==> config.mk <==
export PLATFORM = sky130hd
export DESIGN_NAME = change_dispenser_flat
export DESIGN_NICKNAME = d
export VERILOG_FILES = /design/src/rtl/change_dispenser_pkg.sv /design/src/rtl/change_dispenser_if.sv /design/src/rtl/change_dispenser_pulse_timer.sv /design/src/rtl/change_dispenser.sv /design/src/flat_wrapper.sv
export SDC_FILE = /design/constraint.sdc
export NUM_CORES = 1
export LEC_CHECK = 0
export ABC_CLOCK_PERIOD_IN_PS = 2400
export BUFFER_PORTS_ARGS = -buffer_cell sky130_fd_sc_hd__buf_2
export CORE_MARGIN = 1
export CORE_UTILIZATION = 28
export CTS_BUF_LIST = sky130_fd_sc_hd__clkbuf_8
export DETAILED_ROUTE_END_ITERATION = 10
export GPL_ROUTABILITY_DRIVEN = 0
export PLACE_DENSITY = 0.55
export SLEW_MARGIN = 25
export SYNTH_ARGS = -nofsm -noshare
export SYNTH_HDL_FRONTEND = slang
export SYNTH_SLANG_ARGS = --single-unit
==> constraint.sdc <==
create_clock -name clk -period 2.4 [get_ports clk]
set_input_delay 0.12 -clock clk [delete_from_list [all_inputs] [get_ports clk]]
set_output_delay 0.12 -clock clk [all_outputs]
set_load 0.03 [all_outputs]
==> src/rtl/change_dispenser_pkg.sv <==
// Shared types and constants for the change dispenser.
// State encoding includes WAIT_SENSE, which only the JAM_DETECT_EN build uses.
package change_dispenser_pkg;

    typedef enum logic [2:0] {
        StIdle      = 3'd0,
        StSelect    = 3'd1,
        StEject     = 3'd2,
        StGap       = 3'd3,
        StFinish    = 3'd4,
        StWaitSense = 3'd5
    } state_e;

    typedef enum logic [1:0] {
        CoinNone = 2'd0,
        Coin1    = 2'd1,
        Coin2    = 2'd2,
        Coin5    = 2'd3
    } coin_e;

    localparam int unsigned COIN1_VAL = 1;
    localparam int unsigned COIN2_VAL = 2;
    localparam int unsigned COIN5_VAL = 5;

    // Face value of a selected coin; CoinNone is worth nothing.
    function automatic int unsigned coin_value(coin_e coin);
        int unsigned val;
        val = 0;
        case (coin)
            Coin1:   val = COIN1_VAL;
            Coin2:   val = COIN2_VAL;
            Coin5:   val = COIN5_VAL;
            default: val = 0;
        endcase
        return val;
    endfunction

endpackage

==> src/rtl/change_dispenser_if.sv <==
// Controller/hopper-side signal bundle of the change dispenser.
// master = vending controller side, slave = dispenser side.
interface change_dispenser_if #(
    parameter int unsigned CREDIT_W = 8,
    parameter int unsigned CNT_W    = 4
);
    logic                start;
    logic [CREDIT_W-1:0] amount;
    logic                refill;
    logic                coin_seen;
    logic                busy;
    logic                done;
    logic [CREDIT_W-1:0] short_amt;
    logic                eject1;
    logic                eject2;
    logic                eject5;
    logic [CNT_W-1:0]    cnt1;
    logic [CNT_W-1:0]    cnt2;
    logic [CNT_W-1:0]    cnt5;
    logic                jam;

    modport master (
        output start, amount, refill, coin_seen,
        input  busy, done, short_amt, eject1, eject2, eject5, cnt1, cnt2, cnt5, jam
    );

    modport slave (
        input  start, amount, refill, coin_seen,
        output busy, done, short_amt, eject1, eject2, eject5, cnt1, cnt2, cnt5, jam
    );
endinterface

==> src/rtl/change_dispenser_pulse_timer.sv <==
// Loadable down-counter with a zero flag; times solenoid pulses, gaps and sense windows.
module pulse_timer #(
    parameter int unsigned WIDTH = 8
) (
    input  logic             clk,
    input  logic             rst,
    input  logic             i_load,
    input  logic [WIDTH-1:0] i_value,
    output logic             o_zero
);
    logic [WIDTH-1:0] r_count;

    // Load wins; otherwise count down and park at zero.
    always_ff @(posedge clk) begin
        if (!rst) begin
            r_count <= '0;
        end else if (i_load) begin
            r_count <= i_value;
        end else if (r_count != '0) begin
            r_count <= r_count - WIDTH'(1);
        end
    end

    assign o_zero = (r_count == '0);

endmodule

==> src/rtl/change_dispenser.sv <==
// Greedy coin-return sequencer for the $1/$2/$5 hoppers.
// Optional feature macro: JAM_DETECT_EN (adds WAIT_SENSE state, coin sensing and sticky jam).
module change_dispenser
    import change_dispenser_pkg::*;
#(
    parameter int unsigned CREDIT_W     = 8,
    parameter int unsigned CNT_W        = 4,
    parameter int unsigned INIT_COUNT   = 8,
    parameter int unsigned PULSE_CYCLES = 10,
    parameter int unsigned GAP_CYCLES   = 10,
    parameter int unsigned JAM_CYCLES   = 20
) (
    input logic               clk,
    input logic               rst,
    change_dispenser_if.slave bus
);
    localparam int unsigned TMR_MAX0 = (PULSE_CYCLES > GAP_CYCLES) ? PULSE_CYCLES : GAP_CYCLES;
    localparam int unsigned TMR_MAX  = (TMR_MAX0 > JAM_CYCLES) ? TMR_MAX0 : JAM_CYCLES;
    localparam int unsigned TMR_W    = $clog2(TMR_MAX + 1);

    localparam logic [CNT_W-1:0] CNT_INIT   = CNT_W'(INIT_COUNT);
    localparam logic [TMR_W-1:0] PULSE_LOAD = TMR_W'(PULSE_CYCLES - 1);
    localparam logic [TMR_W-1:0] GAP_LOAD   = TMR_W'(GAP_CYCLES - 1);
`ifdef JAM_DETECT_EN
    localparam logic [TMR_W-1:0] JAM_LOAD   = TMR_W'(JAM_CYCLES - 1);
`endif

    state_e              r_state,     w_state_nxt;
    coin_e               r_coin,      w_coin_nxt;
    logic [CREDIT_W-1:0] r_remaining, w_remaining_nxt;
    logic [CREDIT_W-1:0] r_short,     w_short_nxt;
    logic [CNT_W-1:0]    r_cnt1,      w_cnt1_nxt;
    logic [CNT_W-1:0]    r_cnt2,      w_cnt2_nxt;
    logic [CNT_W-1:0]    r_cnt5,      w_cnt5_nxt;
`ifdef JAM_DETECT_EN
    logic                r_jam,       w_jam_nxt;
`else
    logic                w_unused_coin_seen;
`endif

    logic                w_tmr_load;
    logic [TMR_W-1:0]    w_tmr_value;
    logic                w_tmr_zero;
    logic [CREDIT_W-1:0] w_coin_val;

    assign w_coin_val = CREDIT_W'(coin_value(r_coin));

    pulse_timer #(
        .WIDTH (TMR_W)
    ) u_timer (
        .clk     (clk),
        .rst     (rst),
        .i_load  (w_tmr_load),
        .i_value (w_tmr_value),
        .o_zero  (w_tmr_zero)
    );

    // State and datapath registers; synchronous active-low reset.
    always_ff @(posedge clk) begin
        if (!rst) begin
            r_state     <= StIdle;
            r_coin      <= CoinNone;
            r_remaining <= '0;
            r_short     <= '0;
            r_cnt1      <= CNT_INIT;
            r_cnt2      <= CNT_INIT;
            r_cnt5      <= CNT_INIT;
`ifdef JAM_DETECT_EN
            r_jam       <= 1'b0;
`endif
        end else begin
            r_state     <= w_state_nxt;
            r_coin      <= w_coin_nxt;
            r_remaining <= w_remaining_nxt;
            r_short     <= w_short_nxt;
            r_cnt1      <= w_cnt1_nxt;
            r_cnt2      <= w_cnt2_nxt;
            r_cnt5      <= w_cnt5_nxt;
`ifdef JAM_DETECT_EN
            r_jam       <= w_jam_nxt;
`endif
        end
    end

    // Next-state logic: greedy selection, pulse/gap timing, hopper and remainder bookkeeping.
    always_comb begin
        w_state_nxt     = r_state;
        w_coin_nxt      = r_coin;
        w_remaining_nxt = r_remaining;
        w_short_nxt     = r_short;
        w_cnt1_nxt      = r_cnt1;
        w_cnt2_nxt      = r_cnt2;
        w_cnt5_nxt      = r_cnt5;
        w_tmr_load      = 1'b0;
        w_tmr_value     = '0;
`ifdef JAM_DETECT_EN
        w_jam_nxt       = r_jam;
`endif

        case (r_state)
            StIdle: begin
                // Refill lands on the same edge as an accepted start, so SELECT sees full hoppers.
                if (bus.refill) begin
                    w_cnt1_nxt = CNT_INIT;
                    w_cnt2_nxt = CNT_INIT;
                    w_cnt5_nxt = CNT_INIT;
                end
                if (bus.start) begin
                    w_remaining_nxt = bus.amount;
                    w_short_nxt     = '0;
                    w_state_nxt     = StSelect;
`ifdef JAM_DETECT_EN
                    if (r_jam) begin
                        w_short_nxt = bus.amount;
                        w_state_nxt = StFinish;
                    end
`endif
                end
            end

            StSelect: begin
                if (r_remaining >= CREDIT_W'(COIN5_VAL) && r_cnt5 != '0) begin
                    w_coin_nxt = Coin5;
                end else if (r_remaining >= CREDIT_W'(COIN2_VAL) && r_cnt2 != '0) begin
                    w_coin_nxt = Coin2;
                end else if (r_remaining >= CREDIT_W'(COIN1_VAL) && r_cnt1 != '0) begin
                    w_coin_nxt = Coin1;
                end else begin
                    w_coin_nxt = CoinNone;
                end

                if (w_coin_nxt == CoinNone) begin
                    w_short_nxt = r_remaining;
                    w_state_nxt = StFinish;
                end else begin
                    w_tmr_load  = 1'b1;
                    w_tmr_value = PULSE_LOAD;
                    w_state_nxt = StEject;
                end
            end

            StEject: begin
                if (w_tmr_zero) begin
                    // Selection guaranteed a non-zero count, so this never underflows.
                    case (r_coin)
                        Coin1:   w_cnt1_nxt = r_cnt1 - CNT_W'(1);
                        Coin2:   w_cnt2_nxt = r_cnt2 - CNT_W'(1);
                        Coin5:   w_cnt5_nxt = r_cnt5 - CNT_W'(1);
                        default: ;
                    endcase
                    w_tmr_load = 1'b1;
`ifdef JAM_DETECT_EN
                    w_tmr_value = JAM_LOAD;
                    w_state_nxt = StWaitSense;
`else
                    w_remaining_nxt = r_remaining - w_coin_val;
                    w_tmr_value     = GAP_LOAD;
                    w_state_nxt     = StGap;
`endif
                end
            end

`ifdef JAM_DETECT_EN
            StWaitSense: begin
                // A coin sensed in the last window cycle still counts as paid.
                if (bus.coin_seen) begin
                    w_remaining_nxt = r_remaining - w_coin_val;
                    w_tmr_load      = 1'b1;
                    w_tmr_value     = GAP_LOAD;
                    w_state_nxt     = StGap;
                end else if (w_tmr_zero) begin
                    w_jam_nxt   = 1'b1;
                    w_short_nxt = r_remaining;
                    w_state_nxt = StFinish;
                end
            end
`endif

            StGap: begin
                if (w_tmr_zero) begin
                    w_state_nxt = StSelect;
                end
            end

            StFinish: begin
                w_coin_nxt  = CoinNone;
                w_state_nxt = StIdle;
            end

            default: begin
                w_coin_nxt  = CoinNone;
                w_state_nxt = StIdle;
            end
        endcase
    end

    // Outputs decoded straight from registered state.
    always_comb begin
        bus.busy      = (r_state == StSelect) || (r_state == StEject) ||
                        (r_state == StGap)    || (r_state == StWaitSense);
        bus.done      = (r_state == StFinish);
        bus.eject1    = (r_state == StEject) && (r_coin == Coin1);
        bus.eject2    = (r_state == StEject) && (r_coin == Coin2);
        bus.eject5    = (r_state == StEject) && (r_coin == Coin5);
        bus.short_amt = r_short;
        bus.cnt1      = r_cnt1;
        bus.cnt2      = r_cnt2;
        bus.cnt5      = r_cnt5;
`ifdef JAM_DETECT_EN
        bus.jam       = r_jam;
`else
        bus.jam       = 1'b0;
`endif
    end

`ifndef JAM_DETECT_EN
    assign w_unused_coin_seen = bus.coin_seen;
`endif

endmodule

==> src/flat_wrapper.sv <==
// flat-port wrapper written by rule: the top's interface ports become plain ports
module change_dispenser_flat import change_dispenser_pkg::*;
#(
    parameter int unsigned CREDIT_W     = 8,
    parameter int unsigned CNT_W        = 4,
    parameter int unsigned INIT_COUNT   = 8,
    parameter int unsigned PULSE_CYCLES = 10,
    parameter int unsigned GAP_CYCLES   = 10,
    parameter int unsigned JAM_CYCLES   = 20
)
  (clk, rst, bus_start, bus_amount, bus_refill, bus_coin_seen, bus_busy, bus_done, bus_short_amt, bus_eject1, bus_eject2, bus_eject5, bus_cnt1, bus_cnt2, bus_cnt5, bus_jam);
  change_dispenser_if #(.CREDIT_W(CREDIT_W), .CNT_W(CNT_W)) bus_i ();
  input logic clk;
  input logic rst;
  input wire logic [$bits(bus_i.start)-1:0] bus_start;
  input wire logic [$bits(bus_i.amount)-1:0] bus_amount;
  input wire logic [$bits(bus_i.refill)-1:0] bus_refill;
  input wire logic [$bits(bus_i.coin_seen)-1:0] bus_coin_seen;
  output wire logic [$bits(bus_i.busy)-1:0] bus_busy;
  output wire logic [$bits(bus_i.done)-1:0] bus_done;
  output wire logic [$bits(bus_i.short_amt)-1:0] bus_short_amt;
  output wire logic [$bits(bus_i.eject1)-1:0] bus_eject1;
  output wire logic [$bits(bus_i.eject2)-1:0] bus_eject2;
  output wire logic [$bits(bus_i.eject5)-1:0] bus_eject5;
  output wire logic [$bits(bus_i.cnt1)-1:0] bus_cnt1;
  output wire logic [$bits(bus_i.cnt2)-1:0] bus_cnt2;
  output wire logic [$bits(bus_i.cnt5)-1:0] bus_cnt5;
  output wire logic [$bits(bus_i.jam)-1:0] bus_jam;
  assign bus_i.start = bus_start;
  assign bus_i.amount = bus_amount;
  assign bus_i.refill = bus_refill;
  assign bus_i.coin_seen = bus_coin_seen;
  assign bus_busy = bus_i.busy;
  assign bus_done = bus_i.done;
  assign bus_short_amt = bus_i.short_amt;
  assign bus_eject1 = bus_i.eject1;
  assign bus_eject2 = bus_i.eject2;
  assign bus_eject5 = bus_i.eject5;
  assign bus_cnt1 = bus_i.cnt1;
  assign bus_cnt2 = bus_i.cnt2;
  assign bus_cnt5 = bus_i.cnt5;
  assign bus_jam = bus_i.jam;
  change_dispenser #(.CREDIT_W(CREDIT_W), .CNT_W(CNT_W), .INIT_COUNT(INIT_COUNT), .PULSE_CYCLES(PULSE_CYCLES), .GAP_CYCLES(GAP_CYCLES), .JAM_CYCLES(JAM_CYCLES)) u_core (.clk(clk), .rst(rst), .bus(bus_i));
endmodule
==> out/metrics.yaml <==
synth_seq_cells: 38
worstPathRequired_ns: 2.60
drt-vias-per-instance: 4.789
diodes_inserted: 0
wl_mm: 5.260
synthArstFlopShare_pct: 0
ff_latch_area_um2: 760.7
netlist_instances: 269
cts_sinks: 38
setup.worst_path.class: "flip-flop to flip-flop"
run_status: "complete, no violations"
critical_path_source: "u_core.r_coin[0]"
areaGrowthSynthToFinish_pct: 20.48
core.rowCount: 31
power.switching_fraction_pct: 40.62
ir_drop_mv: 0.2928
final-hold-violation-count: 0
synth_ff_type: "sky130_fd_sc_hd__dfxtp_1"
critical_path_peak_fanout: 5
grt_setup_unrepaired: "no"
layout-drive-gt1-share_pct: 19.42
clock_tree.root_cell: "sky130_fd_sc_hd__clkbuf_8"
max_slew.worst_pin.slew_ns: 0.5060
setup_total_negative_slack_ns: 0
power.share.sequential_pct: 31.9
hold_path.class: "input pin to flip-flop"
finalNonFillerCells: 408
multi_input_area_mm2: 0.001241
tritoncts.num_buffers: 5
clk_pin_slew_ns: 0.08
finClkSkew_ns: 0.005050
arrival_ns: 2.38
cts-root-to-sink-buffers: 2
combPwrFrac_pct: 44.6
cellLeakagePower_nw: 1.057
ordered_cell_list_for_the_critical_path: "inv_1 > nand2_1 > fa_1 > a211oi_1 > and3_1 > a21oi_1 > o31ai_1"
max_slew_headroom_at_the_worst_pin_pct: 66.06
drv_slew: 0
vias: 1954
fraction_of_the_yosys_area_taken_by_sequential_cells_pct: 35.37
dieArea_mm2: 0.008036
ios: 39
final_nets: 332
setup_viol: 0
power.clock.fraction_pct: 23.4
drc_errors: 0
power_report.internal_total_mw: 1.722
first_global_vias: 1805
layout.cells.most_common_list: "sky130_fd_sc_hd__dfxtp_1 (38), sky130_fd_sc_hd__buf_2 (36), sky130_fd_sc_hd__nor2_1 (29)"
max_clock_freq_ghz: 0.4588
hpwl_detailed_mm: 3.969
drtPass1Iterations: 4
worstSkewPairLatency_ns: 0.29
synth_cell_type_count: 46
rr_startpoint: "u_core.r_coin[0]"
drt_first_iter_violations: 73
count_of_flip_flops_with_a_built_in_enable_after_synthesis: 0
global_route.usage.total_pct: 13.97
routed_wire_length_per_instance_um: 12.89
worst_slack_ns: 0.2202
power.net_switching_mw: 1.178
floorplan.initialDensity_pct: 29.34
drv.max_cap_violation_count: 0
filler_cell_count: 782
start_kind: "flip-flop"
netlist_area_mm2: 0.002151
cpPeakStageDelay_ns: 0.47
powerDensity_mw_per_mm2: 1119
grt_start_max_net_pins: 15
cts_tree: "done"
post_cts_hold_buffer_count: 0
post_cts.repair.setup_buffers: 0
final_common_cell: "sky130_fd_sc_hd__dfxtp_1"
grt-ovfl-total: 0
mappedNetlistNets: 293
period_needed_ns: 2.180
cts_resized: 0
place_worst_setup_slack_ns: 0.2940
final.period_utilization_pct: 90.82
coreArea_mm2: 0.007331
slowest_stage: "sky130_fd_sc_hd__fa_1"
port_buffers: 36
dieHeight_um: 89.65
synth.avg_cell_area_um2: 7.996
hold_path_startpoint: "bus_start"
placed_cells_incl_taps: 400
grt_first_pass_wirelength_mm: 8.618
timing.critical_path.to_type: "flip-flop"
die_width_um: 89.65
h_tree_lvl_count: 2
synthesis.yosys.warnings: 0
post_drt_antenna_nets: 0
antenna_violations_before_repair: 0
==> Yosys cell counts, drive strengths merged (2+ instances only) <==
cell type  instances  area (um^2)
and3               3        23.77
o31ai              4        30.03
a211oi             6        45.04
a41oi              3        26.28
o211ai             3        22.52
a31oi              4        25.02
nor3b              7        52.55
nor3               8        51.30
or3                4        25.02
xnor2             10        87.58
a21o               2        15.01
nand2             27        101.4
nand3              4        20.02
ha                10        125.1
a21oi             14        70.07
dfxtp             38        760.7
clkbuf             3        11.26
o2111ai            3        26.28
o31a               3        26.28
buf                8        47.54
nor2              29        108.9
inv               23        86.33
nor2b             13        81.33
o21ai             24        120.1
==> power by group through the flow <==
stage / Combinational, mW / Clock (mW) / Sequential, mW
2_1_floorplan: 0.908 / 0 / 0.995
3_3_place_gp: 1.29 / 0 / 0.938
3_5_place_dp: 1.30 / 0 / 0.938
4_1_cts: 1.30 / 0.689 / 0.924
5_1_grt: 1.47 / 0.716 / 0.949
6_report: 1.29 / 0.680 / 0.926
==> metal layers <==
metal	share of wire, %	up-vias	global-route usage, %
li1	-	1013	-
met1	50	901	19.07
met2	45	35	22.38
met3	3.5	5	2.742
met4	1.3	0	4.040
met5	0	-	0
==> worst max-delay path, delay by kind of cell (launching register included) <==
| kind | cells | cell delay [ns] |
|---|---|---|
| AOI/OAI and AO/OA | 3 | 0.73 |
| adders and majority gates | 1 | 0.47 |
| buffers and inverters | 1 | 0.16 |
| DFF | 1 | 0.36 |
| and+or+nand+nor | 2 | 0.36 |
==> through the flow <==
| step | hold WS, ns | instance area [um^2] | utilization [%] | power [mW] |
|---|---|---|---|---|
| floorplan | 0.2560 | 2151 | - | 1.904 |
| global placement | 0.4012 | 2449 | 33.40 | 2.223 |
| detailed placement | 0.4029 | 2449 | 33.40 | 2.235 |
| CTS | 0.08745 | 2591 | 35.35 | 2.917 |
| global route | 0.1133 | 2591 | 35.35 | 3.138 |
| finish | 0.09714 | 2591 | 35.35 | 2.900 |
==> flip-flops by register name, indices dropped and copies added (netlist names) <==
signal                  flops
u_core.bus.cnt2             4
u_core.bus.short_amt        8
u_core.r_state              3
u_core.r_coin               2
u_core.u_timer.r_count      5
u_core.bus.cnt5             4
u_core.r_remaining          8
u_core.bus.cnt1             4
==> cell families after synthesis <==
group	after synthesis	share of synthesized area [%]
AOI/OAI and AO/OA	71	21.00
and+or+nand+nor	102	25.19
muxes	1	0.5235
other	1	0.1744
xor gates and xnor gates	10	4.072
buffers and inverters	35	6.922
DFF	38	35.37
adders and majority gates	11	6.748
==> layout make-up <==
cell class                      count  area share (%)
Clock buffer                        6           3.187
Clock inverter                      2           2.318
Inverter                           24           3.477
Multi-Input combinational cell    196           47.90
Sequential cell                    38           29.36
Tap cell                           99           4.780
Timing Repair Buffer               43           8.981
==> final timing paths <==
path / end / slack (ns) / depth (start not counted)
worst max-delay path: u_core.r_remaining[6] / 0.22 / 7
worst min-delay path: u_core.r_state[0] / 0.1 / 3
worst max register to register: u_core.r_remaining[6] / 0.22 / 7
worst min register to register: u_core.u_timer.r_count[4] / 0.46 / 2
Power figures use the tool's default switching activity.
